[config.mk]
export PLATFORM = sky130hd
export DESIGN_NAME = adsr_envelope_flat
export DESIGN_NICKNAME = d
export VERILOG_FILES = /design/src/rtl/adsr_envelope_pkg.sv /design/src/rtl/adsr_envelope_if.sv /design/src/rtl/adsr_envelope_env_vca.sv /design/src/rtl/adsr_envelope.sv /design/src/flat_wrapper.sv
export SDC_FILE = /design/constraint.sdc
export NUM_CORES = 1
export LEC_CHECK = 0
export BUFFER_PORTS_ARGS = -buffer_cell sky130_fd_sc_hd__buf_4
export CORE_UTILIZATION = 24
export CTS_BUF_LIST = sky130_fd_sc_hd__clkbuf_16
export DETAILED_ROUTE_END_ITERATION = 12
export SLEW_MARGIN = 20
export SYNTH_ARGS = -nofsm -noshare
export SYNTH_HDL_FRONTEND = slang
export SYNTH_SLANG_ARGS = --single-unit
export TNS_END_PERCENT = 50
[constraint.sdc]
create_clock -name clk_in -period 13.9 [get_ports clk_in]
set_clock_uncertainty 0.1 [all_clocks]
set_input_delay 2.78 -clock clk_in [delete_from_list [all_inputs] [get_ports clk_in]]
set_output_delay 2.78 -clock clk_in [all_outputs]
set_load 0.05 [all_outputs]
[src/rtl/adsr_envelope_pkg.sv]
// Shared constants for the ADSR envelope / VCA stage: state encoding and default widths.
package adsr_envelope_pkg;

    localparam int SAMPLE_WIDTH = 24;
    localparam int ENV_BITS     = 16;
    localparam int VEL_BITS     = 7;
    localparam int SUS_BITS     = 8;

    typedef enum logic [2:0] {
        ENV_IDLE    = 3'd0,
        ENV_ATTACK  = 3'd1,
        ENV_DECAY   = 3'd2,
        ENV_SUSTAIN = 3'd3,
        ENV_RELEASE = 3'd4
    } env_state_t;

endpackage

[src/rtl/adsr_envelope_if.sv]
// Audio sample stream into and out of the envelope VCA (strobed, no backpressure).
interface adsr_envelope_if #(
    parameter int SAMPLE_WIDTH = 24
);
    logic signed [SAMPLE_WIDTH-1:0] sample_in;
    logic                           sample_valid_in;
    logic signed [SAMPLE_WIDTH-1:0] sample_out;
    logic                           valid_out;

    modport master (
        output sample_in, sample_valid_in,
        input  sample_out, valid_out
    );

    modport slave (
        input  sample_in, sample_valid_in,
        output sample_out, valid_out
    );
endinterface

[src/rtl/adsr_envelope_env_vca.sv]
// Registered signed x unsigned envelope scaler with a one-cycle valid pipe.
module env_vca #(
    parameter int SAMPLE_WIDTH = 24,
    parameter int ENV_BITS     = 16
) (
    input  logic                clk_in,
    input  logic                rst_in,
    input  logic [ENV_BITS-1:0] env_i,
    adsr_envelope_if.slave      audio_if
);
    logic signed [SAMPLE_WIDTH+ENV_BITS:0] product;
    logic signed [SAMPLE_WIDTH-1:0]        sample_q;
    logic                                  valid_q;
    logic                                  unused_bits;

    // Zero-extended env keeps the scale factor positive; dropping the low
    // ENV_BITS of a two's-complement product floors toward -inf.
    assign product     = audio_if.sample_in * $signed({1'b0, env_i});
    assign unused_bits = ^{product[SAMPLE_WIDTH+ENV_BITS], product[ENV_BITS-1:0]};

    always_ff @(posedge clk_in or negedge rst_in) begin
        if (!rst_in) begin
            sample_q <= '0;
            valid_q  <= 1'b0;
        end else begin
            valid_q <= audio_if.sample_valid_in;
            if (audio_if.sample_valid_in) begin
                sample_q <= product[SAMPLE_WIDTH+ENV_BITS-1:ENV_BITS];
            end
        end
    end

    assign audio_if.sample_out = sample_q;
    assign audio_if.valid_out  = valid_q;
endmodule

[src/rtl/adsr_envelope.sv]
// Per-voice ADSR envelope generator: gate/velocity FSM, per-tick step arithmetic,
// and the VCA that scales the carrier sample by the current envelope.
module adsr_envelope #(
    parameter int SAMPLE_WIDTH = adsr_envelope_pkg::SAMPLE_WIDTH,
    parameter int ENV_BITS     = adsr_envelope_pkg::ENV_BITS
) (
    input  logic                clk_in,
    input  logic                rst_in,
    input  logic                tick_in,
    input  logic                gate_in,
    input  logic [6:0]          velocity_in,
    input  logic [ENV_BITS-1:0] attack_in,
    input  logic [ENV_BITS-1:0] decay_in,
    input  logic [ENV_BITS-1:0] release_in,
    input  logic [7:0]          sustain_in,
    adsr_envelope_if.slave      audio_if,
    output logic [ENV_BITS-1:0] env_out,
    output logic [2:0]          state_out,
    output logic                busy_out
);
    import adsr_envelope_pkg::*;

    env_state_t          state_q, state_d;
    logic [ENV_BITS-1:0] env_q, env_d;
    logic [ENV_BITS-1:0] peak_q, peak_d;
    logic                gate_q;

    logic                gate_on, gate_rise, gate_fall;
    logic [ENV_BITS-1:0] new_peak;
    logic [ENV_BITS+7:0] sus_prod;
    logic [ENV_BITS-1:0] sus_level;
    logic [ENV_BITS:0]   att_sum, dec_floor;
    logic                unused_bits;

    // Velocity 0 with the gate held is a note-off.
    assign gate_on   = gate_in & (velocity_in != '0);
    assign gate_rise = gate_on & ~gate_q;
    assign gate_fall = ~gate_on & gate_q;

    assign new_peak    = {velocity_in, {(ENV_BITS-7){1'b1}}};
    assign sus_prod    = {8'b0, peak_q} * {{ENV_BITS{1'b0}}, sustain_in};
    assign sus_level   = sus_prod[ENV_BITS+7:8];
    assign unused_bits = ^sus_prod[7:0];

    // One bit of headroom; "env - decay <= sus" is tested as "env <= sus + decay"
    // so the subtraction never has to go negative.
    assign att_sum   = {1'b0, env_q} + {1'b0, attack_in};
    assign dec_floor = {1'b0, sus_level} + {1'b0, decay_in};

    always_comb begin
        state_d = state_q;
        env_d   = env_q;
        peak_d  = peak_q;

        if (gate_rise) begin
            peak_d  = new_peak;
            state_d = ENV_ATTACK;
        end else if (gate_fall) begin
            if (state_q inside {ENV_ATTACK, ENV_DECAY, ENV_SUSTAIN}) begin
                state_d = ENV_RELEASE;
            end
        end else if (tick_in) begin
            case (state_q)
                ENV_IDLE: env_d = '0;
                ENV_ATTACK: begin
                    if (attack_in == '0 || att_sum >= {1'b0, peak_q}) begin
                        env_d   = peak_q;
                        state_d = ENV_DECAY;
                    end else begin
                        env_d = att_sum[ENV_BITS-1:0];
                    end
                end
                ENV_DECAY: begin
                    if (decay_in == '0 || {1'b0, env_q} <= dec_floor) begin
                        env_d   = sus_level;
                        state_d = ENV_SUSTAIN;
                    end else begin
                        env_d = env_q - decay_in;
                    end
                end
                ENV_SUSTAIN: env_d = sus_level;
                ENV_RELEASE: begin
                    if (release_in == '0 || env_q <= release_in) begin
                        env_d   = '0;
                        state_d = ENV_IDLE;
                    end else begin
                        env_d = env_q - release_in;
                    end
                end
                default: begin
                    env_d   = '0;
                    state_d = ENV_IDLE;
                end
            endcase
        end
    end

    always_ff @(posedge clk_in or negedge rst_in) begin
        if (!rst_in) begin
            state_q <= ENV_IDLE;
            env_q   <= '0;
            peak_q  <= '0;
            gate_q  <= 1'b0;
        end else begin
            state_q <= state_d;
            env_q   <= env_d;
            peak_q  <= peak_d;
            gate_q  <= gate_on;
        end
    end

    env_vca #(
        .SAMPLE_WIDTH(SAMPLE_WIDTH),
        .ENV_BITS    (ENV_BITS)
    ) u_vca (
        .clk_in  (clk_in),
        .rst_in  (rst_in),
        .env_i   (env_q),
        .audio_if(audio_if)
    );

    assign env_out   = env_q;
    assign state_out = state_q;
    assign busy_out  = (state_q != ENV_IDLE);
endmodule
[src/flat_wrapper.sv]
// flat-port wrapper written by rule: the top's interface ports become plain ports
module adsr_envelope_flat import adsr_envelope_pkg::*;
#(
    parameter int SAMPLE_WIDTH = adsr_envelope_pkg::SAMPLE_WIDTH,
    parameter int ENV_BITS     = adsr_envelope_pkg::ENV_BITS
)
  (clk_in, rst_in, tick_in, gate_in, velocity_in, attack_in, decay_in, release_in, sustain_in, env_out, state_out, busy_out, audio_if_sample_in, audio_if_sample_valid_in, audio_if_sample_out, audio_if_valid_out);
  adsr_envelope_if #(.SAMPLE_WIDTH(SAMPLE_WIDTH)) audio_if_i ();
  input  logic clk_in;
  input  logic rst_in;
  input  logic tick_in;
  input  logic gate_in;
  input  logic [6:0] velocity_in;
  input  logic [ENV_BITS-1:0] attack_in;
  input  logic [ENV_BITS-1:0] decay_in;
  input  logic [ENV_BITS-1:0] release_in;
  input  logic [7:0] sustain_in;
  output logic [ENV_BITS-1:0] env_out;
  output logic [2:0] state_out;
  output logic busy_out;
  input wire logic [$bits(audio_if_i.sample_in)-1:0] audio_if_sample_in;
  input wire logic [$bits(audio_if_i.sample_valid_in)-1:0] audio_if_sample_valid_in;
  output wire logic [$bits(audio_if_i.sample_out)-1:0] audio_if_sample_out;
  output wire logic [$bits(audio_if_i.valid_out)-1:0] audio_if_valid_out;
  assign audio_if_i.sample_in = audio_if_sample_in;
  assign audio_if_i.sample_valid_in = audio_if_sample_valid_in;
  assign audio_if_sample_out = audio_if_i.sample_out;
  assign audio_if_valid_out = audio_if_i.valid_out;
  adsr_envelope #(.SAMPLE_WIDTH(SAMPLE_WIDTH), .ENV_BITS(ENV_BITS)) u_core (.clk_in(clk_in), .rst_in(rst_in), .tick_in(tick_in), .gate_in(gate_in), .velocity_in(velocity_in), .attack_in(attack_in), .decay_in(decay_in), .release_in(release_in), .sustain_in(sustain_in), .audio_if(audio_if_i), .env_out(env_out), .state_out(state_out), .busy_out(busy_out));
endmodule
==> results.py <==
metrics = {
    "final_layout": {
        "seq_area_um2": 1330,
        "n_fill_cell": 9937,
        "layout_common_cells": "inv_1 (535), fa_1 (434), nand2_1 (323), ha_1 (238), and2_1 (202)",
        "layout_commonest_cell": "inv_1",
        "drive_above_1_share_pct": 7.77,
        "multiInputGateArea_um2": 18600,
        "syn2layout_area_growth_pct": 11.4,
        "layout.nets": 3365,
    },
    "worst_setup_path": {
        "crit_family": "adder cells",
        "critPathMaxFanout": 14,
        "cpMostUsedCell": "fa_1",
        "crit_type": "primary input to flop",
        "critical_path_arrival_ns": 11.73,
        "cpMaxStageDelayCell": "a2111oi_0",
        "worst-path-buf-inv": 3,
        "startpoint_type": "primary input",
        "worst_setup_path_end_kind": "flop",
        "slowest_delay_ns": 0.74,
        "crit_required_ns": 13.97,
    },
    "clock_tree": {
        "htreeDepth": 2,
        "post-cts-setup-buffers": 0,
        "cts_tree": "done",
        "cts_resized": 0,
        "cts_root_buf": "clkbuf_16",
        "clk_latency_ns": 0.33,
        "clkTransAtPathRegs_ns": 0.08,
        "cts_hold_buf": 0,
        "cts_buffers": 5,
        "ctsLongestPathBuffers": 2,
        "cts.sinks": 53,
    },
    "global_routing": {
        "grt_pass1_vias": 18800,
        "grt.total_usage_pct": 13.9,
        "grt_first_pass_wirelength_um": 102000,
        "grt_antenna_before_repair": 4,
        "grt-ovfl-total": 0,
        "grt_max_degree": 54,
    },
    "sta": {
        "grt_setup_unrepaired": "no",
        "tightest_slew_ns": 1.17,
        "drv_slew": 0,
        "hold_viol": 0,
        "max-slew-margin-rel_pct": 22.0,
        "finalSetupTns_ns": 0,
        "max_freq_mhz": 85.7,
        "period_needed_ns": 11.66,
        "setup_viol": 0,
        "period_share_pct": 83.9,
    },
    "routing": {
        "final_antenna_net_count": 0,
        "drt_iter0_drc": 930,
        "vias": 17400,
        "routed_wl_um": 62300,
        "avgViaCountPerCell": 4.52,
        "wl_per_cell_um": 16.2,
        "drc": 0,
        "firstDrtPassIters": 5,
    },
    "synth": {
        "netlist_area_um2": 22200,
        "synthCells": 2524,
        "syn_area_per_cell_um2": 8.81,
        "synth.distinct_cells": 79,
        "synth-edff-count": 0,
        "synth-seq-cells": 53,
        "synth_flop_cell": "dfrtp_1",
        "synth_mux_area_share_pct": 1.46,
        "async_flop_share_pct": 100,
        "synth_fp_nets": 3288,
        "synth_xor_area_share_pct": 3.82,
        "synth_compound_area_share_pct": 9.55,
        "yosys_warnings": 0,
        "synth-adder-area-share_pct": 52.4,
        "synth_top_family_by_area": "adder cells",
        "synth-simple-area-share_pct": 16.2,
        "ys_seq_area_share_pct": 5.96,
    },
    "floorplanning": {
        "fp.dieH_um": 306,
        "start_util_pct": 24.2,
        "die_width_um": 306,
        "core_um2": 91800,
        "die-area_um2": 93900,
        "placementRows": 111,
        "pin_count": 137,
    },
    "placement": {
        "post-dp-hpwl_um": 52600,
        "port_buffers": 136,
        "gp_congestion": 0.885,
    },
    "run_status": {
        "status": "completed",
    },
    "job": {
        "maxCapViolations": 0,
    },
    "hold_path": {
        "hold_path.class": "flop to flop",
    },
}
[worst reg2reg max path, delay by kind of cell (launching register included)]
family | cells | cell delay [ns]
compound gates | 12 | 2.86
xor+xnor | 1 | 0.19
fa+ha+maj | 7 | 2.99
buf+inv | 2 | 0.16
flops | 1 | 0.59
mux | 1 | 0.43
simple gates | 11 | 2.29
[cells in the mapped netlist (all sizes together), types with 4 or more instances]
cell type    n  share of area [%]
inv        535                9.0
fa         434                 39
nand2      323                5.5
ha         238                 13
and2       202                5.7
a21oi       83                1.9
clkbuf      80                1.3
nor2        71                1.2
o21ai       67                1.5
xnor2       64                2.5
dfrtp       53                6.0
a21o        35                1.2
xor2        33                1.3
mux2        27                1.4
nor3        22               0.49
nand3       20               0.45
nand4       19               0.53
nor4        17               0.48
o21a        17               0.57
nor2b       16               0.45
a221oi      11               0.49
o21bai      11               0.39
nand2b      10               0.28
or3         10               0.29
a211oi       8               0.29
a31oi        8               0.22
a2111oi      7               0.30
and3         7               0.20
o211ai       7               0.24
or2          7               0.20
a21boi       6               0.20
o31ai        6               0.20
a31o         5               0.20
a22o         4               0.16
a22oi        4               0.13
buf          4               0.14
o2111ai      4               0.16
o211a        4               0.18
o22ai        4               0.11
[cell families (layout without fill, tap and decap cells)]
group,after synthesis,in the layout
adder cells (fa/ha/maj),672,672
flip-flops,53,53
AO/OA/AOI/OAI,315,315
buffers and inverters,620,697
AND/OR/NAND/NOR,738,738
multiplexers,29,29
XOR/XNOR,97,97
other,0,2
[metrics by stage]
step | hold WS, ns | std cells | util (%) | area, µm² | setup WS [ns]
after global routing | 0.424 | 3845 | 27.0 | 24800 | 1.65
after floorplan | 0.513 | 2524 | - | 22200 | 3.10
final | 0.393 | 3846 | 27.0 | 24800 | 2.24
after CTS | 0.400 | 3844 | 27.0 | 24800 | 2.29
after detailed placement | 0.380 | 3837 | 26.8 | 24600 | 1.95
after global placement | 0.373 | 3837 | 26.8 | 24600 | 2.11
[sequential cells by signal, summed over array words and instances (netlist names)]
| name | count |
|---|---|
| u_core.env_out | 16 |
| u_core.gate_q | 1 |
| u_core.peak_q | 8 |
| u_core.state_out | 3 |
| u_core.u_vca.audio_if.sample_out | 24 |
| u_core.u_vca.audio_if.valid_out | 1 |
[area by class of cell]
| type | instances | area share, % |
|---|---|---|
| clock inverters | 2 | 0.0455 |
| multi-input cells | 1851 | 75.0 |
| flip-flops and latches | 53 | 5.35 |
| diodes | 2 | 0.0202 |
| well taps | 1243 | 6.28 |
| inverters | 536 | 8.12 |
| repair buffers | 154 | 4.67 |
| clock buffers | 5 | 0.505 |
[per-layer routing]
layer | wire [µm] | GRT usage [%] | part of all wire [%] | vias to the layer above
met3 | 2940 | 1.60 | 4.7 | 93
met5 | 0 | 0 | 0 | -
met2 | 30300 | 24.0 | 49 | 418
met1 | 26800 | 17.7 | 43 | 8857
met4 | 2200 | 4.99 | 3.5 | 0
li1 | - | - | - | 8016
[path summary, 6_finish.rpt]
check	start	endpoint	slack, ns	depth (start not counted)
max	sustain_in[2]	u_core.env_out[0]$_DFFE_PN0P_	2.24	35
min	u_core.u_vca.audio_if.sample_out[19]$_DFFE_PN0P_	u_core.u_vca.audio_if.sample_out[19]$_DFFE_PN0P_	0.39	2
max reg2reg	u_core.peak_q[8]$_DFFE_PN0P_	u_core.env_out[0]$_DFFE_PN0P_	4.13	34
min reg2reg	u_core.u_vca.audio_if.sample_out[19]$_DFFE_PN0P_	u_core.u_vca.audio_if.sample_out[19]$_DFFE_PN0P_	0.39	2
max in group asynchronous	rst_in	u_core.env_out[14]$_DFFE_PN0P_	10.68	1
min in group asynchronous	rst_in	u_core.u_vca.audio_if.sample_out[0]$_DFFE_PN0P_	2.44	1
Power is not shown: default switching activity piles up to over one toggle a cycle in this logic, so the estimate is an artifact.
